==> src/rtl/keypad_scanner_if.sv <==
// Keypad matrix connection: row sense lines in, column drive and decoded key status out.
interface keypad_scanner_if;
  logic [3:0] row;
  logic [3:0] col;
  logic [3:0] key_code;
  logic       key_valid;
  logic       key_held;

  modport master (
    output row,
    input  col,
    input  key_code,
    input  key_valid,
    input  key_held
  );

  modport slave (
    input  row,
    output col,
    output key_code,
    output key_valid,
    output key_held
  );
endinterface

==> src/rtl/keypad_scanner.sv <==
// 4x4 keypad scanner: walks one active-low column per scan tick, debounces
// the first key seen in that column, reports it once and waits for release.
module keypad_scanner #(
  parameter int SCAN_DIV       = 49999,
  parameter int DEBOUNCE_TICKS = 4
) (
  input  logic            clkin,
  input  logic            reset,
  keypad_scanner_if.slave kp
);

  localparam int TW = (SCAN_DIV > 0) ? $clog2(SCAN_DIV + 1) : 1;
  // Counter must reach DEBOUNCE_TICKS and its increment must not wrap.
  localparam int DW = $clog2(DEBOUNCE_TICKS + 2);

  typedef enum logic [1:0] {
    SCAN     = 2'd0,
    DEBOUNCE = 2'd1,
    HELD     = 2'd2,
    RELEASE  = 2'd3
  } state_t;

  state_t          state_q, state_d;
  logic [TW-1:0]   tick_cnt_q, tick_cnt_d;
  logic [3:0]      row_meta_q, row_meta_d;
  logic [3:0]      row_sync_q, row_sync_d;
  logic [1:0]      col_idx_q, col_idx_d;
  logic [1:0]      row_idx_q, row_idx_d;
  logic [DW-1:0]   deb_cnt_q, deb_cnt_d;
  logic [3:0]      key_code_q, key_code_d;
  logic            key_valid_q, key_valid_d;
  logic            key_held_q, key_held_d;
  logic [3:0]      col_q, col_d;

  logic            tick_s;
  logic            row_down_s;
  logic [DW-1:0]   deb_inc_s;
  logic            deb_done_s;

  // Lowest-index active-low row bit; simultaneous presses resolve to the lowest row.
  function automatic logic [1:0] lowest_low(input logic [3:0] r);
    logic [1:0] idx;
    if (r[0] == 1'b0) begin
      idx = 2'd0;
    end else if (r[1] == 1'b0) begin
      idx = 2'd1;
    end else if (r[2] == 1'b0) begin
      idx = 2'd2;
    end else begin
      idx = 2'd3;
    end
    return idx;
  endfunction

  assign tick_s     = (tick_cnt_q == TW'(SCAN_DIV));
  assign row_down_s = (row_sync_q[row_idx_q] == 1'b0);
  assign deb_inc_s  = deb_cnt_q + DW'(1);
  assign deb_done_s = (deb_inc_s >= DW'(DEBOUNCE_TICKS));

  // Scan tick divider and two-stage row synchronizer.
  always_comb begin
    if (tick_s) begin
      tick_cnt_d = '0;
    end else begin
      tick_cnt_d = tick_cnt_q + TW'(1);
    end
    row_meta_d = kp.row;
    row_sync_d = row_meta_q;
  end

  // Scan/debounce FSM next state; everything but the key_valid clear moves on ticks only.
  always_comb begin
    state_d     = state_q;
    col_idx_d   = col_idx_q;
    row_idx_d   = row_idx_q;
    deb_cnt_d   = deb_cnt_q;
    key_code_d  = key_code_q;
    key_valid_d = 1'b0;
    if (tick_s) begin
      case (state_q)
        SCAN: begin
          if (row_sync_q == 4'b1111) begin
            col_idx_d = col_idx_q + 2'd1;
          end else begin
            row_idx_d = lowest_low(row_sync_q);
            deb_cnt_d = DW'(1);
            state_d   = DEBOUNCE;
          end
        end
        DEBOUNCE: begin
          if (row_down_s) begin
            deb_cnt_d = deb_inc_s;
            if (deb_done_s) begin
              state_d     = HELD;
              key_code_d  = {row_idx_q, col_idx_q};
              key_valid_d = 1'b1;
            end else begin
              state_d = DEBOUNCE;
            end
          end else begin
            // Bounce: drop the candidate and move on to the next column.
            deb_cnt_d = '0;
            col_idx_d = col_idx_q + 2'd1;
            state_d   = SCAN;
          end
        end
        HELD: begin
          if (row_down_s) begin
            state_d = HELD;
          end else begin
            deb_cnt_d = DW'(1);
            state_d   = RELEASE;
          end
        end
        RELEASE: begin
          if (row_down_s) begin
            // Key came back before release was confirmed: no new report.
            deb_cnt_d = '0;
            state_d   = HELD;
          end else begin
            deb_cnt_d = deb_inc_s;
            if (deb_done_s) begin
              deb_cnt_d = '0;
              col_idx_d = col_idx_q + 2'd1;
              state_d   = SCAN;
            end else begin
              state_d = RELEASE;
            end
          end
        end
        default: begin
          state_d = SCAN;
        end
      endcase
    end else begin
      state_d = state_q;
    end
    key_held_d = (state_d == HELD) || (state_d == RELEASE);
    col_d      = ~(4'b0001 << col_idx_d);
  end

  // State and output registers with asynchronous reset to the idle scan of column 0.
  always_ff @(posedge clkin or posedge reset) begin
    if (reset) begin
      state_q     <= SCAN;
      tick_cnt_q  <= '0;
      row_meta_q  <= 4'b1111;
      row_sync_q  <= 4'b1111;
      col_idx_q   <= 2'd0;
      row_idx_q   <= 2'd0;
      deb_cnt_q   <= '0;
      key_code_q  <= 4'd0;
      key_valid_q <= 1'b0;
      key_held_q  <= 1'b0;
      col_q       <= 4'b1110;
    end else begin
      state_q     <= state_d;
      tick_cnt_q  <= tick_cnt_d;
      row_meta_q  <= row_meta_d;
      row_sync_q  <= row_sync_d;
      col_idx_q   <= col_idx_d;
      row_idx_q   <= row_idx_d;
      deb_cnt_q   <= deb_cnt_d;
      key_code_q  <= key_code_d;
      key_valid_q <= key_valid_d;
      key_held_q  <= key_held_d;
      col_q       <= col_d;
    end
  end

  assign kp.col       = col_q;
  assign kp.key_code  = key_code_q;
  assign kp.key_valid = key_valid_q;
  assign kp.key_held  = key_held_q;

endmodule
==> src/flat_wrapper.sv <==
// flat-port wrapper written by rule: the top's interface ports become plain ports
module keypad_scanner_flat 
#(
  parameter int SCAN_DIV       = 49999,
  parameter int DEBOUNCE_TICKS = 4
)
  (clkin, reset, kp_row, kp_col, kp_key_code, kp_key_valid, kp_key_held);
  keypad_scanner_if kp_i ();
  input  logic clkin;
  input  logic reset;
  input wire logic [$bits(kp_i.row)-1:0] kp_row;
  output wire logic [$bits(kp_i.col)-1:0] kp_col;
  output wire logic [$bits(kp_i.key_code)-1:0] kp_key_code;
  output wire logic [$bits(kp_i.key_valid)-1:0] kp_key_valid;
  output wire logic [$bits(kp_i.key_held)-1:0] kp_key_held;
  assign kp_i.row = kp_row;
  assign kp_col = kp_i.col;
  assign kp_key_code = kp_i.key_code;
  assign kp_key_valid = kp_i.key_valid;
  assign kp_key_held = kp_i.key_held;
  keypad_scanner #(.SCAN_DIV(SCAN_DIV), .DEBOUNCE_TICKS(DEBOUNCE_TICKS)) u_core (.clkin(clkin), .reset(reset), .kp(kp_i));
endmodule
==> config.mk <==
export PLATFORM = sky130hd
export DESIGN_NAME = keypad_scanner_flat
export DESIGN_NICKNAME = d
export VERILOG_FILES = /design/src/rtl/keypad_scanner_if.sv /design/src/rtl/keypad_scanner.sv /design/src/flat_wrapper.sv
export SDC_FILE = /design/constraint.sdc
export NUM_CORES = 1
export LEC_CHECK = 0
export CAP_MARGIN = 20
export CELL_PAD_IN_SITES_DETAIL_PLACEMENT = 0
export CELL_PAD_IN_SITES_GLOBAL_PLACEMENT = 1
export CORE_AREA = 2 2 67 69
export DETAILED_ROUTE_END_ITERATION = 7
export DIE_AREA = 0 0 69 71
export GPL_TIMING_DRIVEN = 0
export PLACE_DENSITY = 0.83
export SYNTH_ARGS = -nofsm -noshare
export SYNTH_HDL_FRONTEND = slang
export SYNTH_SLANG_ARGS = --single-unit
==> constraint.sdc <==
create_clock -name clkin -period 2.3 [get_ports clkin]
set_input_delay 0.46 -clock clkin [delete_from_list [all_inputs] [get_ports clkin]]
set_output_delay 0.46 -clock clkin [all_outputs]
set_load 0.05 [all_outputs]
==> impl_metrics.toml <==
[clocking]
htree_levels = 2
cts.clk_slew.worst_paths_ns = 0.08
clock_sinks = 43
cts_buffer_depth = 2
cts_tree = "built"
root_buffer = "clkbuf_8"
clk_latency_ns = 0.29
numCtsBuffers = 5

[drt]
via_per_inst = 5.19
vias = 1179
wl_per_cell_um = 13.7
routed_wl_mm = 3.10
dr.pass1.iters = 4
antenna_left = 0
drcViolationCount = 0
drt_iter0_drc = 30

[logic_synthesis]
synth_top_area_cell = "dfrtp_1"
synthesis.area_mm2 = 0.00183
synth_ff_type = "dfrtp_1"
yosysMostFrequentCell = "dfrtp_1"
synth_top_area_share = 0.437
ys_types = 40
synth_area_leaders = "dfrtp_1 (44%), dfstp_2 (16%), xor2_1 (4.8%)"
ys_ff_latch = 43
synth_edf_count = 0
syn_inst = 151
synthTopCellsByCount = "dfrtp_1 (32), nor2_1 (16), dfstp_2 (11)"
synth_fp_nets = 159
avgSynthCellArea_um2 = 12.1
yosys_warnings = 0
seq_area_frac_synth = 0.594
async_flop_share = 1.00

[run_status]
status = "finished clean"

[sta]
setup_viol = 0
finalMaxSlewViolations = 0
worst_slew_pin_slew_ns = 0.851
period_needed_ns = 2.18
hold_viol = 0
rsz0062_at_grt = "no"
fin_crit_sh = 0.947
finClkSkew_ns = 0.00809
maxSlewHeadroom = 0.432
tns_ns = 0
max_freq_mhz = 459

[global_route]
gr-max-usage-layer = "met2"
grt_max_degree = 44
grtUsageTotal = 0.147
grt_use_met1 = 0.177
grt-ovfl-total = 0
grt_pass1_wl_mm = 5.70
grtUsageMet2 = 0.250
use_met3 = 0.0342
antenna_found_initial = 0
grt_pass1_vias = 1269

[die]
row_count = 24
coreArea_mm2 = 0.00420
die_w_um = 69
dieArea_mm2 = 0.00490
start_util = 0.436
die_y_um = 71
io_pins = 16

[placed_design]
place_hpwl_mm = 2.19
portBuffers = 15
dp_cells = 218
gp_congestion = 0.830

[finish]
fill_cells = 389
seqCellArea_mm2 = 0.00109
nNetsFinal = 182
drive_gt1_frac = 0.183
final_cells = 227
n_antenna_cell = 0
area_delta_synth_final_pct = 18.0
multiInputGateArea_um2 = 714

[critical_path]
cp-start-kind = "flop"
ff2ff_setup_slack_ns = 0.12
critical_path_arrival_ns = 2.35
reg2reg_to = "u_core.kp.key_code[0]"
reg2reg_depth = 6
endpoint_kind = "flop"
crit_fanout = 7
criticalPathCategory = "reg2reg"
worstReg2RegStart = "u_core.tick_cnt_q[11]"
crit_required_ns = 2.47

[hold_path]
hold_start = "u_core.row_meta_q[1]"
hp-class = "reg2reg"
hold_end = "u_core.row_sync_q[1]"
min_path_cells = 0

[power]
peakVddDrop_uv = 338
power_density_mw_per_mm2 = 606
power_leakage_uw = 0.000975

[job]
cap_violations = 0
power breakdown:
group          total (uW)  switching (uW)  leakage, uW  internal, uW
sequential            772            3.75     0.000548           769
clock                 510             236    0.0000515           274
combinational        28.9            19.1     0.000375          9.80
total                1310             259     0.000975          1050
worst max-delay path: stages, from the launching register on:
cell,delay (ns)
dfrtp_1,0.43
or4b_4,0.55
nor4_4,0.27
buf_4,0.19
and3_4,0.22
nand2_4,0.09
mux2_4,0.31
stage by stage:
stage | hold WS, ns | instance area [um^2] | utilization | setup slack [ns] | power (uW)
floorplan | 0.345 | 1830 | - | 0.237 | 802
global placement | 0.346 | 2050 | 0.488 | 0.0856 | 814
detailed placement | 0.347 | 2050 | 0.488 | 0.0890 | 816
CTS | 0.358 | 2150 | 0.511 | 0.0638 | 1330
global route | 0.361 | 2160 | 0.515 | 0.0447 | 1380
finish | 0.358 | 2160 | 0.515 | 0.122 | 1310
registers in the layout (all words and copies together) (netlist names):
| register | flops |
|---|---|
| u_core.tick_cnt_q | 16 |
| u_core.kp.col | 4 |
| u_core.kp.key_code | 4 |
| u_core.row_meta_q | 4 |
| u_core.row_sync_q | 4 |
| u_core.deb_cnt_q | 3 |
| u_core.col_idx_q | 2 |
| u_core.row_idx_q | 2 |
| u_core.state_q | 2 |
| u_core.kp.key_held | 1 |
| u_core.kp.key_valid | 1 |
area by class of cell:
cell class	instances	share of cell area
Sequential cell	43	0.503
Multi-Input combinational cell	98	0.330
Timing Repair Buffer	16	0.0728
Clock buffer	8	0.0462
Tap cell	52	0.0301
Inverter	8	0.0139
Buffer	2	0.00347
per-layer routing:
layer,routed length (um),vias up
li1,-,566
met1,1360,591
met2,1590,17
met3,103,5
met4,48,0
met5,0,-
logic make-up (layout without fill, tap and decap cells):
kind of cell    after synthesis  after routing  synth area share
compound gates               16             16            0.0600
buf+inv                      10             34            0.0205
simple gates                 58             58             0.181
mux                           5              5            0.0450
fa+ha+maj                     2              2            0.0136
xor+xnor                     17             17            0.0853
flops                        43             43             0.594
repair_timing:
action / CTS / global route
setup buffers: 0 / 1
endpoints found under the setup margin: 0 / 9
gates resized for setup: 0 / 1
hold buffers: 0 / 0
worst max path at each step:
stage,depth (start not counted),endpoint,start,slack (ns)
CTS,5,u_core.kp.key_code[1],u_core.tick_cnt_q[11],0.06
global route,7,u_core.kp.key_code[0],u_core.tick_cnt_q[0],0.04
floorplan,5,u_core.kp.key_code[0],u_core.tick_cnt_q[11],0.24
global placement,2,u_core.kp.col[0],reset,0.09
detailed placement,5,u_core.kp.key_code[1],u_core.tick_cnt_q[11],0.09
finish,6,u_core.kp.key_code[0],u_core.tick_cnt_q[11],0.12
cells in the final DEF, fill, tap and decap left out, drive strengths merged, types with 6 or more instances in the layout:
| cell type | netlist | final |
|---|---|---|
| nor2 | 16 | 16 |
| clkdlybuf4s50 | 0 | 15 |
| nand3 | 8 | 8 |
| nand4 | 6 | 6 |
| xnor2 | 6 | 6 |
| clkbuf | 1 | 9 |
| nand2 | 9 | 9 |
| dfrtp | 32 | 32 |
| dfstp | 11 | 11 |
| xor2 | 11 | 11 |
| o21ai | 6 | 6 |
| inv | 8 | 8 |
Note: power is estimated with default switching activity, not from simulation.
